==> src/rtl/riscv_writeback.sv <==
// Writeback stage: merges ALU results and load results into one register-file
// write port. ALU results always win. Loads that cannot be written right away
// wait in a small in-order FIFO, and the FIFO drains whenever the ALU leaves
// a cycle free.
module riscv_writeback #(
  parameter int WORD_LENGTH = 32,
  parameter int ADDR_LENGTH = 5,
  parameter int FIFO_DEPTH  = 2
) (
  input  logic                          clk,
  input  logic                          reset,
  input  logic                          alu_valid,
  input  logic [ADDR_LENGTH-1:0]        alu_rd,
  input  logic [WORD_LENGTH-1:0]        alu_result,
  input  logic                          mem_valid,
  output logic                          mem_ready,
  input  logic [ADDR_LENGTH-1:0]        mem_rd,
  input  logic [WORD_LENGTH-1:0]        mem_data,
  input  logic [2:0]                    mem_funct3,
  input  logic [1:0]                    mem_offset,
  output logic                          write_en,
  output logic [ADDR_LENGTH-1:0]        write_addr,
  output logic [WORD_LENGTH-1:0]        data,
  output logic [$clog2(FIFO_DEPTH):0]   pending
);

  localparam int PW = $clog2(FIFO_DEPTH);
  localparam int CW = PW + 1;
  localparam logic [CW-1:0] DEPTH_C = CW'(FIFO_DEPTH);

  logic [FIFO_DEPTH-1:0][ADDR_LENGTH-1:0] fifo_rd;
  logic [FIFO_DEPTH-1:0][WORD_LENGTH-1:0] fifo_dat;
  logic [PW-1:0]          rd_ptr, wr_ptr;

  logic [7:0]             ld_byte;
  logic [15:0]            ld_half;
  logic [WORD_LENGTH-1:0] ld_val;
  logic                   accept, alu_sel, pop, byp_sel, push;

  // Ready comes only from the registered count, so a pop in the same cycle
  // never opens room early. This keeps mem_ready free of paths from the
  // selection logic.
  assign mem_ready = !reset && (pending < DEPTH_C);
  assign accept    = mem_valid && mem_ready;

  // Extract the addressed byte or halfword, then sign- or zero-extend it
  // according to the load type.
  always_comb begin
    ld_byte = mem_data[{mem_offset, 3'b000} +: 8];
    ld_half = mem_data[{mem_offset[1], 4'b0000} +: 16];
    case (mem_funct3)
      3'b000:  ld_val = {{(WORD_LENGTH-8){ld_byte[7]}}, ld_byte};
      3'b001:  ld_val = {{(WORD_LENGTH-16){ld_half[15]}}, ld_half};
      3'b100:  ld_val = {{(WORD_LENGTH-8){1'b0}}, ld_byte};
      3'b101:  ld_val = {{(WORD_LENGTH-16){1'b0}}, ld_half};
      default: ld_val = mem_data;
    endcase
  end

  // Priority: ALU, then the oldest buffered load, then a fresh load that
  // bypasses an empty FIFO. Results for x0 are dropped, but the load is
  // still handshaken.
  always_comb begin
    alu_sel = alu_valid && (alu_rd != '0);
    pop     = !alu_sel && (pending != '0);
    byp_sel = !alu_sel && (pending == '0) && accept && (mem_rd != '0);
    push    = accept && (mem_rd != '0) && !byp_sel;
  end

  // Registered write port; address and data hold their values on idle cycles.
  always_ff @(posedge clk) begin
    if (reset) begin
      write_en   <= 1'b0;
      write_addr <= '0;
      data       <= '0;
    end else if (alu_sel) begin
      write_en   <= 1'b1;
      write_addr <= alu_rd;
      data       <= alu_result;
    end else if (pop) begin
      write_en   <= 1'b1;
      write_addr <= fifo_rd[rd_ptr];
      data       <= fifo_dat[rd_ptr];
    end else if (byp_sel) begin
      write_en   <= 1'b1;
      write_addr <= mem_rd;
      data       <= ld_val;
    end else begin
      write_en   <= 1'b0;
    end
  end

  // FIFO pointers and occupancy. The pointers wrap naturally because the
  // depth is a power of two. Reset empties the FIFO, so stale entries are
  // never written.
  always_ff @(posedge clk) begin
    if (reset) begin
      rd_ptr  <= '0;
      wr_ptr  <= '0;
      pending <= '0;
    end else begin
      if (pop)  rd_ptr <= rd_ptr + PW'(1);
      if (push) wr_ptr <= wr_ptr + PW'(1);
      if (push && !pop)      pending <= pending + CW'(1);
      else if (pop && !push) pending <= pending - CW'(1);
    end
  end

  // FIFO storage. It has no reset because the pointers alone decide which
  // entries are valid.
  always_ff @(posedge clk) begin
    if (push) begin
      fifo_rd[wr_ptr]  <= mem_rd;
      fifo_dat[wr_ptr] <= ld_val;
    end
  end

endmodule

==> config.mk <==
export PLATFORM = sky130hd
export DESIGN_NAME = riscv_writeback
export DESIGN_NICKNAME = d
export VERILOG_FILES = /design/src/rtl/riscv_writeback.sv
export SDC_FILE = /design/constraint.sdc
export NUM_CORES = 1
export LEC_CHECK = 0
export CAP_MARGIN = 20
export CORE_MARGIN = 10
export CORE_UTILIZATION = 55
export CTS_CLUSTER_DIAMETER = 200
export DETAILED_ROUTE_END_ITERATION = 7
export PLACE_DENSITY = 0.88
export SLEW_MARGIN = 10
export SYNTH_ARGS = -nofsm -noshare
export SYNTH_HDL_FRONTEND = slang
export SYNTH_SLANG_ARGS = --single-unit
==> constraint.sdc <==
create_clock -name clk -period 13.87 [get_ports clk]
set_input_delay 4.161 -clock clk [delete_from_list [all_inputs] [get_ports clk]]
set_output_delay 4.161 -clock clk [all_outputs]
set_load 0.005 [all_outputs]
==> qor.json <==
{
  "cells_and_area": {
    "commonest_cells_after_routing_fill_and_taps_aside": "clkdlybuf4s50_1 (123), edfxtp_1 (74), nand2_1 (57)",
    "final_common_cell": "clkdlybuf4s50_1",
    "post_route_cells_drive_above_1_share_pct": 9.58,
    "area_growth_syn_to_layout_pct": 33.7,
    "filler_cell_count": 626,
    "final_net_count": 698,
    "antenna_cells": 0
  },
  "clocking": {
    "cts_tree": "yes",
    "postCtsSetupRepairBufs": 0,
    "clock_path_buffers": 2,
    "cts_sinks": 116,
    "worst_setup_hold_path_clk_slew_ns": 0.05,
    "cts.root.buffer_cell": "clkbuf_8",
    "postCtsHoldBufs": 0,
    "clock_tree.htree_level_count": 4,
    "count_of_cells_resized_by_post_cts_repair": 0,
    "worst_skew_pair.late_latency_ns": 0.52,
    "cts-buffers-inserted": 17
  },
  "timing": {
    "final_hold_viol_count": 0,
    "grt_setup_unrepaired": "no",
    "timing_worst_slew_pin_value_ns": 0.977,
    "layout_worst_path_cycle_share_pct": 70.2,
    "slew_headroom_pct": 34.6,
    "setup_tns_ns": 0,
    "maxClockFrequency_mhz": 103,
    "skew_final_ns": 0.0142,
    "period_minus_slack_ns": 9.74,
    "finalSetupViolCount": 0,
    "post-route-worst-setup-slack_ns": 4.13,
    "maxSlewViolCount": 0
  },
  "setup_path": {
    "reg2reg_setup_slack_ns": 11.12,
    "crit_path_cell_trace": "clkdlybuf4s50_1, buf_4, nor2_1, clkdlybuf4s50_1",
    "worst-path-buf-inv": 3,
    "critical_path.most_common_cell": "clkdlybuf4s50_1",
    "crit_type": "in -> out",
    "worst-path-max-fanout": 42,
    "crit-reg2reg-capture": "fifo_rd[2]",
    "critPathMaxStageDelay_ns": 0.46,
    "crit_path_end_kind": "output pin",
    "worstSetupStartpointType": "primary input",
    "worst_path_max_delay_cell": "clkdlybuf4s50_1",
    "r2r-start": "pending[1]",
    "r2r_cells": 5,
    "critical-path-top-delay-family": "buffers and inverters",
    "critical_path_arrival_ns": 5.58,
    "timing.critical_path.required_ns": 9.71
  },
  "place": {
    "count_of_input_and_output_buffers": 123,
    "place.detailed.hpwl_um": 11200,
    "dp_slack_ns": 4.14,
    "globalplace.congestion": 0.934
  },
  "power_and_ir_drop": {
    "vdd.ir_drop.worst_mv": 0.107,
    "power_density_mw_per_mm2": 174,
    "power.static_leakage_nw": 2.70
  },
  "floorplan": {
    "chipHeight_um": 121,
    "floorplan.initialDensity_pct": 56.6,
    "ios": 124,
    "chipWidth_um": 121,
    "die_area_mm2": 0.0145,
    "placeableCoreArea_mm2": 0.00982,
    "core.rowCount": 36
  },
  "yosys": {
    "async_flop_share_pct": 0,
    "syn_avg_cell_area_um2": 11.0,
    "synth-edff-count": 74,
    "syn-cell-area_mm2": 0.00556,
    "yosysSeqAreaShare_pct": 55.1,
    "top_ff_cell_synth": "edfxtp_1",
    "synth_cell_types": 47,
    "yosysTopAreaCell": "edfxtp_1",
    "synth_top_cells_by_area": "edfxtp_1 (40%), dfxtp_1 (15%), a211oi_1 (6.6%)",
    "netlist_instances": 505,
    "syn_nets": 589,
    "post-synth-top-area-fraction_pct": 40.0,
    "yosys_register_bits": 116,
    "yosys_warnings": 0
  },
  "route": {
    "detailed_router_s_first_iteration_violation_count": 624,
    "via_count": 4847,
    "drt_drc_violations_left": 0,
    "final_antenna_net_count": 0,
    "wire_per_inst_um": 22.6,
    "dr.pass1.iters": 6,
    "drt-vias-per-instance": 6.39,
    "wl_um": 17200
  },
  "grt": {
    "grt_pass1_wl_um": 26700,
    "grt_antenna_before_repair": 0,
    "groute.usage.overall_pct": 23.3,
    "overflow": 0,
    "first_global_vias": 4990,
    "grt_start_max_net_pins": 64
  },
  "flow_run": {
    "cap_viol_max_count": 0
  },
  "hold_path": {
    "worst_hold_path.num_cells": 2,
    "hold_path_class": "reg -> reg",
    "worstHoldStart": "write_addr[4]",
    "min_delay_worst_endpoint": "write_addr[4]"
  },
  "status": {
    "run_status": "complete, no violations"
  }
}
## logic make-up after synthesis
kind of cell / Yosys count / synth area share (%)
AO/OA/AOI/OAI: 144 / 19.5
XOR/XNOR: 4 / 0.630
adder cells (fa/ha/maj): 1 / 0.225
buffers and inverters: 53 / 4.10
flip-flops: 116 / 55.1
multiplexers: 43 / 8.17
AND/OR/NAND/NOR: 144 / 12.3
## how the worst max path moves through the flow
stage,from,end,cells after the start
after global routing,reset,mem_ready,4
after global placement,reset,mem_ready,4
final,reset,mem_ready,4
after detailed placement,reset,mem_ready,4
after floorplan,reset,mem_ready,3
after CTS,reset,mem_ready,4
## per-layer routing
metal  wire (um)  share of wire (%)  GRT usage, %
met1        6280                 37          26.6
met2        8540                 50          39.9
met3        1910                 11          7.68
met4         457                2.7          8.52
met5           0                  0             0
## where the power goes
group | internal [W] | switching [W] | total (W)
Sequential | 0.000431 | 0.0000359 | 0.000467
Combinational | 0.000197 | 0.000223 | 0.000420
Clock | 0.000257 | 0.000151 | 0.000407
Total | 0.000884 | 0.000410 | 0.00129
## worst reg2reg max path: cells and delay by family, from the launching register on
kind,cells,cell delay (ns)
DFF,1,0.46
buffers and inverters,2,0.64
and+or+nand+nor,3,1.30
## final cells by class
cell class / instances / area [um2] / share of cell area [%]
clock buffers: 20 / 435 / 5.86
clock inverters: 11 / 113 / 1.52
inverters: 10 / 37.5 / 0.505
multi-input cells: 336 / 2280 / 30.7
flip-flops and latches: 116 / 3060 / 41.2
well taps: 133 / 166 / 2.24
repair buffers: 133 / 1330 / 18.0
## synthesized netlist by cell type, drive strengths merged (3+ instances only)
| cell type | count |
|---|---|
| a21oi | 21 |
| a22oi | 11 |
| and3 | 4 |
| a211oi | 49 |
| inv | 10 |
| buf | 17 |
| a221o | 8 |
| a221oi | 19 |
| nor3b | 10 |
| mux2i | 33 |
| edfxtp | 74 |
| nand2 | 57 |
| xor2 | 3 |
| nor3 | 5 |
| o21ai | 9 |
| dfxtp | 42 |
| o22ai | 6 |
| nor2 | 44 |
| nand2b | 3 |
| a21o | 5 |
| nor2b | 3 |
| and2 | 3 |
| clkbuf | 26 |
| o32ai | 5 |
| and3b | 7 |
| mux2 | 9 |
## through the flow
stage	cells	hold slack (ns)	utilization [%]	cell area, um2	power [W]
floorplan	505	0.467	-	5560	0.000702
global placement	725	0.472	69.6	6830	0.000853
detailed placement	725	0.486	69.6	6830	0.000870
CTS	756	0.496	75.1	7380	0.00128
global route	759	0.508	75.6	7430	0.00135
finish	759	0.500	75.6	7430	0.00129
## registers in the layout, summed over array words and instances (netlist names)
register	cells
fifo_dat	64
data	32
fifo_rd	10
write_addr	5
pending	2
rd_ptr	1
wr_ptr	1
write_en	1
No activity file was read; power rests on OpenSTA's default activity.
